--- src/rtl/ha_bist.sv ---
// rtl/ha_bist.sv - BIST engine sweeping the four half-adder vectors and counting mismatches
// Optional first-failure capture is built only when HA_BIST_FAIL_LOG_EN is defined.
module ha_bist #(
    parameter int HOLD_CYCLES = 1,
    parameter int LOOPS       = 1
) (
    input  logic       clk,
    input  logic       rst_n,
    input  logic       start,
    output logic       a_o,
    output logic       b_o,
    input  logic       sum_i,
    input  logic       carry_i,
    output logic [1:0] vec_idx,
    output logic       busy,
    output logic       done,
    output logic       pass,
    output logic [3:0] err_cnt,
    output logic [1:0] first_fail_vec,
    output logic       first_fail_valid
);

    typedef enum logic [1:0] {IDLE, APPLY, SAMPLE, DONE} state_t;

    localparam logic [15:0] HOLD_LAST = 16'(HOLD_CYCLES - 1);
    localparam logic [7:0]  LOOP_LAST = 8'(LOOPS - 1);

    state_t      state;
    logic [15:0] hold_cnt;
    logic [7:0]  loop_cnt;
    logic        mismatch;
    logic [3:0]  err_next;
    logic        run_req;

    // Stimulus is the vector index itself, so it is registered and {a_o,b_o}==vec_idx always.
    assign a_o = vec_idx[1];
    assign b_o = vec_idx[0];

    assign run_req = (state == IDLE || state == DONE) && start;

    always_comb begin
        mismatch = (sum_i != (a_o ^ b_o)) || (carry_i != (a_o & b_o));
        err_next = err_cnt;
        if (mismatch && err_cnt != 4'hF) begin
            err_next = err_cnt + 4'd1;
        end
    end

    always_ff @(posedge clk or negedge rst_n) begin
        if (!rst_n) begin
            state    <= IDLE;
            hold_cnt <= '0;
            loop_cnt <= '0;
            vec_idx  <= '0;
            busy     <= 1'b0;
            done     <= 1'b0;
            pass     <= 1'b0;
            err_cnt  <= '0;
        end else begin
            case (state)
                IDLE, DONE: begin
                    if (start) begin
                        state    <= APPLY;
                        hold_cnt <= '0;
                        loop_cnt <= '0;
                        vec_idx  <= '0;
                        busy     <= 1'b1;
                        done     <= 1'b0;
                        pass     <= 1'b0;
                        err_cnt  <= '0;
                    end
                end
                APPLY: begin
                    if (hold_cnt == HOLD_LAST) begin
                        hold_cnt <= '0;
                        state    <= SAMPLE;
                    end else begin
                        hold_cnt <= hold_cnt + 16'd1;
                    end
                end
                SAMPLE: begin
                    err_cnt <= err_next;
                    if (vec_idx != 2'd3) begin
                        vec_idx <= vec_idx + 2'd1;
                        state   <= APPLY;
                    end else if (loop_cnt != LOOP_LAST) begin
                        vec_idx  <= '0;
                        loop_cnt <= loop_cnt + 8'd1;
                        state    <= APPLY;
                    end else begin
                        // pass must reflect the final sample, hence err_next rather than err_cnt.
                        vec_idx <= '0;
                        busy    <= 1'b0;
                        done    <= 1'b1;
                        pass    <= (err_next == 4'd0);
                        state   <= DONE;
                    end
                end
                default: state <= IDLE;
            endcase
        end
    end

`ifdef HA_BIST_FAIL_LOG_EN
    always_ff @(posedge clk or negedge rst_n) begin
        if (!rst_n) begin
            first_fail_vec   <= '0;
            first_fail_valid <= 1'b0;
        end else if (run_req) begin
            first_fail_vec   <= '0;
            first_fail_valid <= 1'b0;
        end else if (state == SAMPLE && mismatch && !first_fail_valid) begin
            first_fail_vec   <= vec_idx;
            first_fail_valid <= 1'b1;
        end
    end
`else
    logic unused_run_req;
    assign unused_run_req   = run_req;
    assign first_fail_vec   = 2'd0;
    assign first_fail_valid = 1'b0;
`endif

endmodule
--- config.mk ---
export PLATFORM = sky130hd
export DESIGN_NAME = ha_bist
export DESIGN_NICKNAME = d
export VERILOG_FILES = /design/src/rtl/ha_bist.sv
export SDC_FILE = /design/constraint.sdc
export NUM_CORES = 1
export LEC_CHECK = 0
export ABC_AREA = 1
export ABC_CLOCK_PERIOD_IN_PS = 2000
export BUFFER_PORTS_ARGS = -buffer_cell sky130_fd_sc_hd__buf_2
export CAP_MARGIN = 20
export CELL_PAD_IN_SITES_DETAIL_PLACEMENT = 2
export CELL_PAD_IN_SITES_GLOBAL_PLACEMENT = 2
export CORE_MARGIN = 2
export CORE_UTILIZATION = 34
export DETAILED_ROUTE_END_ITERATION = 7
export PLACE_DENSITY_LB_ADDON = 0.1
export SETUP_SLACK_MARGIN = 0.5
export SLEW_MARGIN = 30
export SYNTH_ARGS = -nofsm -noshare
export SYNTH_HDL_FRONTEND = slang
export SYNTH_SLANG_ARGS = --single-unit
--- constraint.sdc ---
create_clock -name clk -period 2 [get_ports clk]
set_input_delay 0.3 -clock clk [delete_from_list [all_inputs] [get_ports clk]]
set_output_delay 0.3 -clock clk [all_outputs]
set_load 0.02 [all_outputs]
# ---- Word level (Yosys, flattened, before mapping)
# Index checks and enable logic that the tools add are counted.
dict set report classes {
  n_bitwise 2
  n_addsub 4
  eq_ne 12
  reduce_logical 14
  mux 29
}
# op count
set ops {}
lappend ops {{16-bit 2-to-1 mux} 2}
lappend ops {{16-bit one-hot mux with 2 select lines} 1}
lappend ops {{8-bit 2-to-1 mux} 3}
lappend ops {{16-bit by 1-bit adder with 16-bit output, second input constant} 1}
lappend ops {{16-bit logical NOT} 1}
lappend ops {{8-bit one-hot mux with 2 select lines} 1}
lappend ops {{2-bit 2-to-1 mux} 6}
lappend ops {{2-bit inequality test, second input constant} 6}
lappend ops {{8-bit by 1-bit adder with 8-bit output, second input constant} 1}
lappend ops {{1-bit 2-to-1 mux} 8}
lappend ops {{4-bit 2-to-1 mux} 2}
lappend ops {{4-bit one-hot mux with 2 select lines} 1}
lappend ops {{4-bit AND reduction} 2}
lappend ops {{8-bit nonzero test} 1}
lappend ops {{1-bit one-hot mux with 2 select lines} 3}
lappend ops {{2-bit one-hot mux with 3 select lines} 1}
lappend ops {{2-bit AND reduction} 3}
lappend ops {{4-bit by 1-bit adder with 4-bit output, second input constant} 1}
lappend ops {{2-bit == test, second input constant} 2}
lappend ops {{4-bit logical NOT} 1}
lappend ops {{4-bit inequality test, second input constant} 1}
lappend ops {{2-bit one-hot mux with 2 select lines} 1}
lappend ops {{2-bit nonzero test} 2}
lappend ops {{2-bit by 1-bit adder with 2-bit output, second input constant} 1}
lappend ops {{8 further kinds} 9}
dict set report totals {
  wordCells 69
  input_bits 5
  out_inout_bits 14
  ff_bits 35
}

# ---- Longest topological paths before layout
# Gate-level depths: netlist of run 1.
dict set report logic_depth {
  ltp_word 9
  depth_mapped 12
  ltp_nobuf 12
}

# ---- Worst setup path after synthesis of run 1
# Ideal clock, no wire load.
dict set report synth_timing {
  path_kind {flip-flop to flip-flop}
  start {reg state[0]}
  end {reg loop_cnt[3]}
  synth_period_minus_slack_ns 1.580
  path_stages_with_launch 12
  arrival_ns 1.455
  required_ns 1.875
  setup_slack_ns 0.420
  n_path_buf 1
  setup_time_ns 0.125
  path_cell_list {dfrtp_1 > inv_1 > ha_1 > inv_1 > nand2_1 > nand2_2 > inv_2 > nor2_2 > o21ai_4 > buf_6 > nand2_1 > o31ai_1}
}
dict set report synth_between {
  elab_chain_cells 4
  word_cells_on_any_way 10
  classes_between {5 x eq/ne; 1 x mux; 4 x reduce/logical}
}
# item line_no
set synth_lines {}
lappend synth_lines {{from (decl)} 28} ;# state_t state;
lappend synth_lines {{from (signal assigned)} 51} ;# state <= IDLE;
lappend synth_lines {{from (signal assigned)} 63} ;# state <= APPLY;
lappend synth_lines {{from (signal assigned)} 76} ;# state <= SAMPLE;
lappend synth_lines {{2-bit == test / 2-bit logical NOT (equally long branches)} 60} ;# case (state)
lappend synth_lines {{2-bit OR reduction} 60}
lappend synth_lines {{2-bit inequality test (no source line) / 2-bit nonzero test (equally long branches)} --}
lappend synth_lines {{4-bit AND reduction (no source line)} --}
lappend synth_lines {{to (signal assigned)} 88} ;# loop_cnt <= loop_cnt + 8'd1;
lappend synth_lines {{to (decl)} 30} ;# logic [7:0] loop_cnt;
# Several ways; a longest one is shown, not always the timed one.
# A chain may end at the register's enable or synchronous reset.

# ---- Worst setup path after layout of run 1
dict set report layout_timing {
  start {reg err_cnt[0]}
  end {reg pass}
}
dict set report layout_between {
  elab_chain_cells 7
  word_cells_on_any_way 8
  classes_between {1 x add/sub; 1 x eq/ne; 4 x mux; 2 x reduce/logical}
}
# item line_no
set layout_lines {}
lappend layout_lines {{from (decl)} 18} ;# output logic [3:0] err_cnt,
lappend layout_lines {{from (signal assigned)} 82} ;# err_cnt <= err_next;
lappend layout_lines {{parallel branches: the longest is 2 deep, another holds 4-bit by 1-bit adder with 4-bit output} --}
lappend layout_lines {{4-bit 2-to-1 mux (*)} 44} ;# if (mismatch && err_cnt != 4'hF) begin
lappend layout_lines {{4-bit logical NOT (*)} 95} ;# pass <= (err_next == 4'd0);
lappend layout_lines {{1-bit 2-to-1 mux (*)} 86} ;# end else if (loop_cnt != LOOP_LAST) begin
lappend layout_lines {{1-bit 2-to-1 mux (*)} 83} ;# if (vec_idx != 2'd3) begin
lappend layout_lines {{1-bit one-hot mux with 2 select lines (*)} 60}
lappend layout_lines {{to (signal assigned)} 95}
lappend layout_lines {{to (decl)} 17} ;# output logic pass,
# Every way passes the cells marked *. The select of a mux whose other input is x is not followed.

==> results.json, run 1 <==
{
  "fin_skew_ps": 14.4,
  "track_usage_pct": 22.5,
  "seq_area_frac_synth_pct": 38.5,
  "ys.warnings.count": 0,
  "dp_hpwl_um": 4930,
  "drc": 0,
  "fin_hold_ws_ps": 464,
  "placed_area_sq_um": 2430,
  "ctsHtreeMaxLevel": 2,
  "period_share_pct": 84.9,
  "start_util_pct": 35.4,
  "fp.dieW_um": 85.8,
  "io_buffers": 15,
  "clkPwrFrac_pct": 15.9,
  "area_growth_syn_to_layout_pct": 32.0,
  "rr_startpoint": "err_cnt[0]$_DFFE_PN0P_",
  "power_switching_mw": 1.80,
  "drv_slew": 0,
  "powerDensity_nw_per_um2": 1240,
  "cts.sinks": 35,
  "wl_per_cell_um": 20.1,
  "die_area_sq_um": 7360,
  "arrival_ps": 1940,
  "use_met3_pct": 2.31,
  "hold_violations": 0,
  "fmax_mhz": 589,
  "crit_path_max_fanout": 5,
  "dp_slack_ps": 198,
  "dpl.cell_count": 399,
  "finish.utilization_pct": 46.7,
  "grt_pass1_wl_um": 13000,
  "wirelength_um": 8740,
  "synth-seq-cells": 35,
  "cts_buffers": 5,
  "clock_latency_ps": 300,
  "clock_path_buffers": 2,
  "startpoint": "err_cnt[0]$_DFFE_PN0P_",
  "syn_avg_cell_area_sq_um": 7.29,
  "final_area_sq_um": 3000,
  "synthTopCellsByCount": "nand2_1, dfrtp_1, nor2_1",
  "grt_pass1_vias": 2466,
  "gp_congestion": 0.807,
  "via_count": 2297,
  "synth_edf_count": 0,
  "yosysMostFrequentCell": "nand2_1",
  "grt-busiest-layer": "met2",
  "diodes": 0,
  "n_fill_cell": 739,
  "power.share.sequential_pct": 24.7,
  "grt-ovfl-total": 0,
  "drt-initial-drc-count": 75,
  "switching_share_pct": 48.5,
  "setup_slack_ps": 302,
  "hold_class": "primary input to asynchronous set/reset pin",
  "final.setup.tns_ps": 0,
  "ant_nets": 0,
  "met2_usage_pct": 36.1,
  "power.leakage_nw": 1.41,
  "grt_setup_unrepaired": "true",
  "combPwrFrac_pct": 59.4,
  "worst-endpoint-required_ps": 2240,
  "end_kind": "flip-flop",
  "avgViaCountPerCell": 5.28,
  "clk_pin_slew_worst_paths_ps": 90,
  "grt_max_degree": 18,
  "root_buffer": "clkbuf_8",
  "crit_type": "flip-flop to flip-flop",
  "synth_ff_type": "dfrtp_1",
  "grt.met1_usage_pct": 32.8,
  "synth_area_leaders": "dfrtp_1, nand2_1, nand3_1",
  "synth_cell_types": 34,
  "cts_tree": "done",
  "synth_top_area_cell": "dfrtp_1",
  "finalPower_mw": 3.72,
  "p_int_mw": 1.92,
  "vdd_drop_max_mv": 0.721,
  "drive_gt1_share_pct": 38.5,
  "netlist_area_sq_um": 2270,
  "period_minus_slack_ps": 1700,
  "outcome": "finished, final reports clean",
  "nets": 371,
  "firstDrtPassIters": 4,
  "grt_antenna_before_repair": 0,
  "core_sq_um": 6420,
  "async_reset_ff_share_pct": 100,
  "start_kind": "flip-flop",
  "die_height_um": 85.8,
  "ioPinCount": 19,
  "post_synth_inst_count": 312,
  "finalSetupViolations": 0,
  "yosysTopAreaCellShare_pct": 38.5,
  "max-cap-violations": 0,
  "rows": 29,
  "fin_cells": 435
}
## path summary, 6_finish.rpt
kind / cells after the start / slack [ps] / endpoint
worst min-delay path: 2 / 460 / hold_cnt[12]$_DFFE_PN0P_
worst min register to register: 2 / 540 / pass$_DFFE_PN0P_
worst max-delay path: 10 / 300 / pass$_DFFE_PN0P_
max in group asynchronous: 3 / 960 / hold_cnt[6]$_DFFE_PN0P_
min in group clk: 4 / 500 / state[1]$_DFFE_PN0P_
worst max register to register: 10 / 300 / pass$_DFFE_PN0P_
## state kept, by name, summed over array words and instances (netlist names)
register  count
loop_cnt      8
pass          1
err_cnt       4
busy          1
done          1
vec_idx       2
hold_cnt     16
state         2
## final cells by class
type | instances | area (sq um) | area share (%)
sequential | 35 | 882 | 29.4
multi-input combinational | 226 | 1440 | 47.9
clock inverter | 1 | 5.00 | 0.167
timing repair buffer | 44 | 307 | 10.2
clock buffer | 7 | 86.3 | 2.88
tap | 77 | 96.3 | 3.21
inverter | 45 | 186 | 6.21
## power by group through the flow
stage | combinational (mW) | clock (mW) | sequential, mW
5_1_grt | 2.38 | 0.612 | 0.929
3_3_place_gp | 1.24 | 0 | 0.921
4_1_cts | 1.86 | 0.582 | 0.896
3_5_place_dp | 1.29 | 0 | 0.925
6_report | 2.21 | 0.591 | 0.918
2_1_floorplan | 0.925 | 0 | 0.977
## worst max-delay path, stage by stage (launching register included)
cell and delay, ps:
dfrtp_1 460, ha_1 270, nand2_1 90, inv_1 80, nand2_2 150, nand2_4 90
nand2_1 100, nand2_2 70, nor2_1 110, nand3_1 110, nand2_1 100
## cell usage in the layout, fill, tap and decap left out, types with 6 or more instances in the layout
cell,count
o21ai_0,11
inv_1,25
nor2_2,9
nand2_4,7
nor2_4,6
clkbuf_8,6
dfrtp_1,30
inv_2,14
nand2_1,59
nand4_1,12
buf_2,15
o21ai_1,7
buf_4,25
nor2_1,23
nand2_2,17
nand3_1,25
## cells by family after synthesis
logic type                 count (synthesis)  synth area share [%]
and+or+nand+nor                          174                  35.2
DFF                                       35                  38.5
xor gates and xnor gates                   5                  1.93
buffers and inverters                     54                  10.5
adders and majority gates                  9                  4.95
AOI/OAI and AO/OA                         34                  8.75
other                                      1                 0.165
## repair_timing
action,4_1_cts,5_1_grt
gates cloned,1,0
endpoints found under the hold margin,15,0
buffers inserted,16,10
pin swaps,18,25
gates resized for setup,35,45
hold buffers,1,0
setup endpoints to repair,28,31
## metal layers
layer  vias up  wire length, um
met5         -                0
li1       1080                -
met2        27             4260
met3         7              149
met1      1183             4250
met4         0               83
No activity file was read; power rests on OpenSTA's default activity.
==> inputs of run 2 (changes only) <==
--- a/config.mk
+++ b/config.mk
@@ -6,7 +6,7 @@
 export NUM_CORES = 1
 export LEC_CHECK = 0
 export ABC_AREA = 1
-export ABC_CLOCK_PERIOD_IN_PS = 2000
+export ABC_CLOCK_PERIOD_IN_PS = 1700
 export BUFFER_PORTS_ARGS = -buffer_cell sky130_fd_sc_hd__buf_2
 export CAP_MARGIN = 20
 export CELL_PAD_IN_SITES_DETAIL_PLACEMENT = 2
==> constraint.sdc (replaced) <==
create_clock -name clk -period 1.7 [get_ports clk]
set_input_delay 0.255 -clock clk [delete_from_list [all_inputs] [get_ports clk]]
set_output_delay 0.255 -clock clk [all_outputs]
set_load 0.02 [all_outputs]
==> results.json, run 2 (synthesis gave the netlist of run 1 again) <==
{
  "via_count": 2501,
  "ctsHtreeMaxLevel": 2,
  "core_sq_um": 6420,
  "final_cell_mix": "nand2_1, buf_4, dfrtp_1, nand2_2, inv_1",
  "grt_pass1_wl_um": 14600,
  "fin_skew_ps": 16.0,
  "hold_violations": 0,
  "die_area_sq_um": 7360,
  "wl_per_cell_um": 25.2,
  "r2r_end": "hold_cnt[7]$_DFFE_PN0P_",
  "rows": 29,
  "finalSetupViolations": 10,
  "io_buffers": 15,
  "fmax_mhz": 562,
  "largest_reg_flops": 16,
  "rr_startpoint": "state[1]$_DFFE_PN0P_",
  "final.setup.tns_ps": -279,
  "outcome": "finished, violations left",
  "power.leakage_nw": 1.57,
  "placed_area_sq_um": 2570,
  "start_util_pct": 35.4,
  "cts_tree": "done",
  "r2r_cells": 11,
  "ioPinCount": 19,
  "end_kind": "flip-flop",
  "gp_congestion": 0.791,
  "final_area_sq_um": 3420,
  "crit_path_max_fanout": 5,
  "start_kind": "flip-flop",
  "largest-register": "hold_cnt",
  "worst-endpoint-required_ps": 1890,
  "reg_top3": "hold_cnt (16), loop_cnt (8), err_cnt (4)",
  "period_share_pct": 105,
  "crit_type": "flip-flop to flip-flop",
  "dp_hpwl_um": 5170,
  "powerDensity_nw_per_um2": 1560,
  "ant_nets": 0,
  "grt_antenna_before_repair": 1,
  "fp.dieW_um": 85.8,
  "track_usage_pct": 25.8,
  "clock_path_buffers": 2,
  "drt-initial-drc-count": 94,
  "clock_latency_ps": 310,
  "max-cap-violations": 0,
  "wirelength_um": 11400,
  "final_common_cell": "nand2_1",
  "setup_slack_ps": -79.1,
  "grt-ovfl-total": 0,
  "cts_buffers": 5,
  "drc": 0,
  "grt_setup_unrepaired": "true",
  "period_minus_slack_ps": 1780,
  "finish.utilization_pct": 53.2,
  "multi_input_area_sq_um": 1640,
  "fin_cells": 451,
  "failed_checks": "negative setup slack",
  "timing.slew.headroom_pct": 63.2,
  "finalPower_mw": 5.33,
  "firstDrtPassIters": 4,
  "avgViaCountPerCell": 5.55,
  "tightestPinTransition_ps": 553,
  "vdd_drop_max_mv": 0.964,
  "die_height_um": 85.8,
  "cts.sinks": 35,
  "grt_max_degree": 21,
  "nets": 387,
  "seq_area_sq_um": 887,
  "area_growth_syn_to_layout_pct": 50.2,
  "n_fill_cell": 699,
  "r2r_slack_ps": -80,
  "drv_slew": 0,
  "hold_class": "primary input to asynchronous set/reset pin",
  "grt_pass1_vias": 2634,
  "dpl.cell_count": 407,
  "diodes": 0,
  "arrival_ps": 1970,
  "drive_gt1_share_pct": 52.4,
  "clk_pin_slew_worst_paths_ps": 90,
  "root_buffer": "clkbuf_8"
}
==> run 2: changes by cell type in the layout (fill, tap and decap cells not counted), moves of 7 or more <==
| cell | before | now |
|---|---|---|
| o21ai_1 | 7 | 14 |
| nand2_1 | 59 | 47 |
| buf_6 | 3 | 12 |
| o21ai_0 | 11 | 2 |
| nor2_1 | 23 | 15 |
| buf_4 | 25 | 36 |
==> run 2: critical path: stages (launching register included) <==
cell and delay (ps):
dfrtp_2 460, ha_4 280, inv_4 90, nand2_4 80
nand2_8 100, inv_8 50, nor2_4 130, inv_4 60
nor2_4 120, inv_2 60, o21ai_2 160, nor2_2 60
==> run 2: what timing repair did <==
action                                  in CTS  in global routing
pin swaps                                   22                 36
endpoints found under the hold margin       18                  0
endpoints found under the setup margin      37                 42
buffers inserted                            20                 14
gates resized for setup                     50                 87
gates cloned                                 1                  0
hold buffers                                 1                  0
==> run 2: per-stage QoR <==
stage | hold WS (ps) | setup slack (ps)
2_1_floorplan | -40.6 | 229
3_3_place_gp | 251 | 83.7
3_5_place_dp | 256 | -6.06
4_1_cts | 415 | 145
5_1_grt | 513 | -132
6_report | 463 | -79.1
==> run 2: area by class of cell <==
cell class	count	share of cell area, %
Tap cell	77	2.82
Timing Repair Buffer	60	13.8
Clock inverter	2	1.03
Clock buffer	6	2.42
Multi-Input combinational cell	226	48.1
Sequential cell	35	26.0
Inverter	45	5.90
==> run 2: report_power, final <==
part	total, mW	internal, mW	switching, mW
Combinational	3.40	1.32	2.08
Clock	0.825	0.475	0.350
Sequential	1.10	0.959	0.139
==> run 2: worst max path at each step <==
stage	slack (ps)	endpoint	from
final	-80	hold_cnt[7]$_DFFE_PN0P_	state[1]$_DFFE_PN0P_
after global routing	-130	hold_cnt[7]$_DFFE_PN0P_	state[1]$_DFFE_PN0P_
after CTS	140	loop_cnt[6]$_DFFE_PN0P_	loop_cnt[0]$_DFFE_PN0P_
after detailed placement	-6	hold_cnt[7]$_DFFE_PN0P_	state[0]$_DFFE_PN0P_
after global placement	80	hold_cnt[7]$_DFFE_PN0P_	state[0]$_DFFE_PN0P_
after floorplan	230	hold_cnt[7]$_DFFE_PN0P_	state[1]$_DFFE_PN0P_
==> run 2: layer usage <==
metal / GRT usage (%) / wire, um / vias to the layer above
met2: 42.6 / 5660 / 66
met5: 0 / 7 / -
met1: 36.1 / 5060 / 1286
met3: 2.98 / 414 / 24
met4: 6.35 / 247 / 2
li1: - / - / 1123
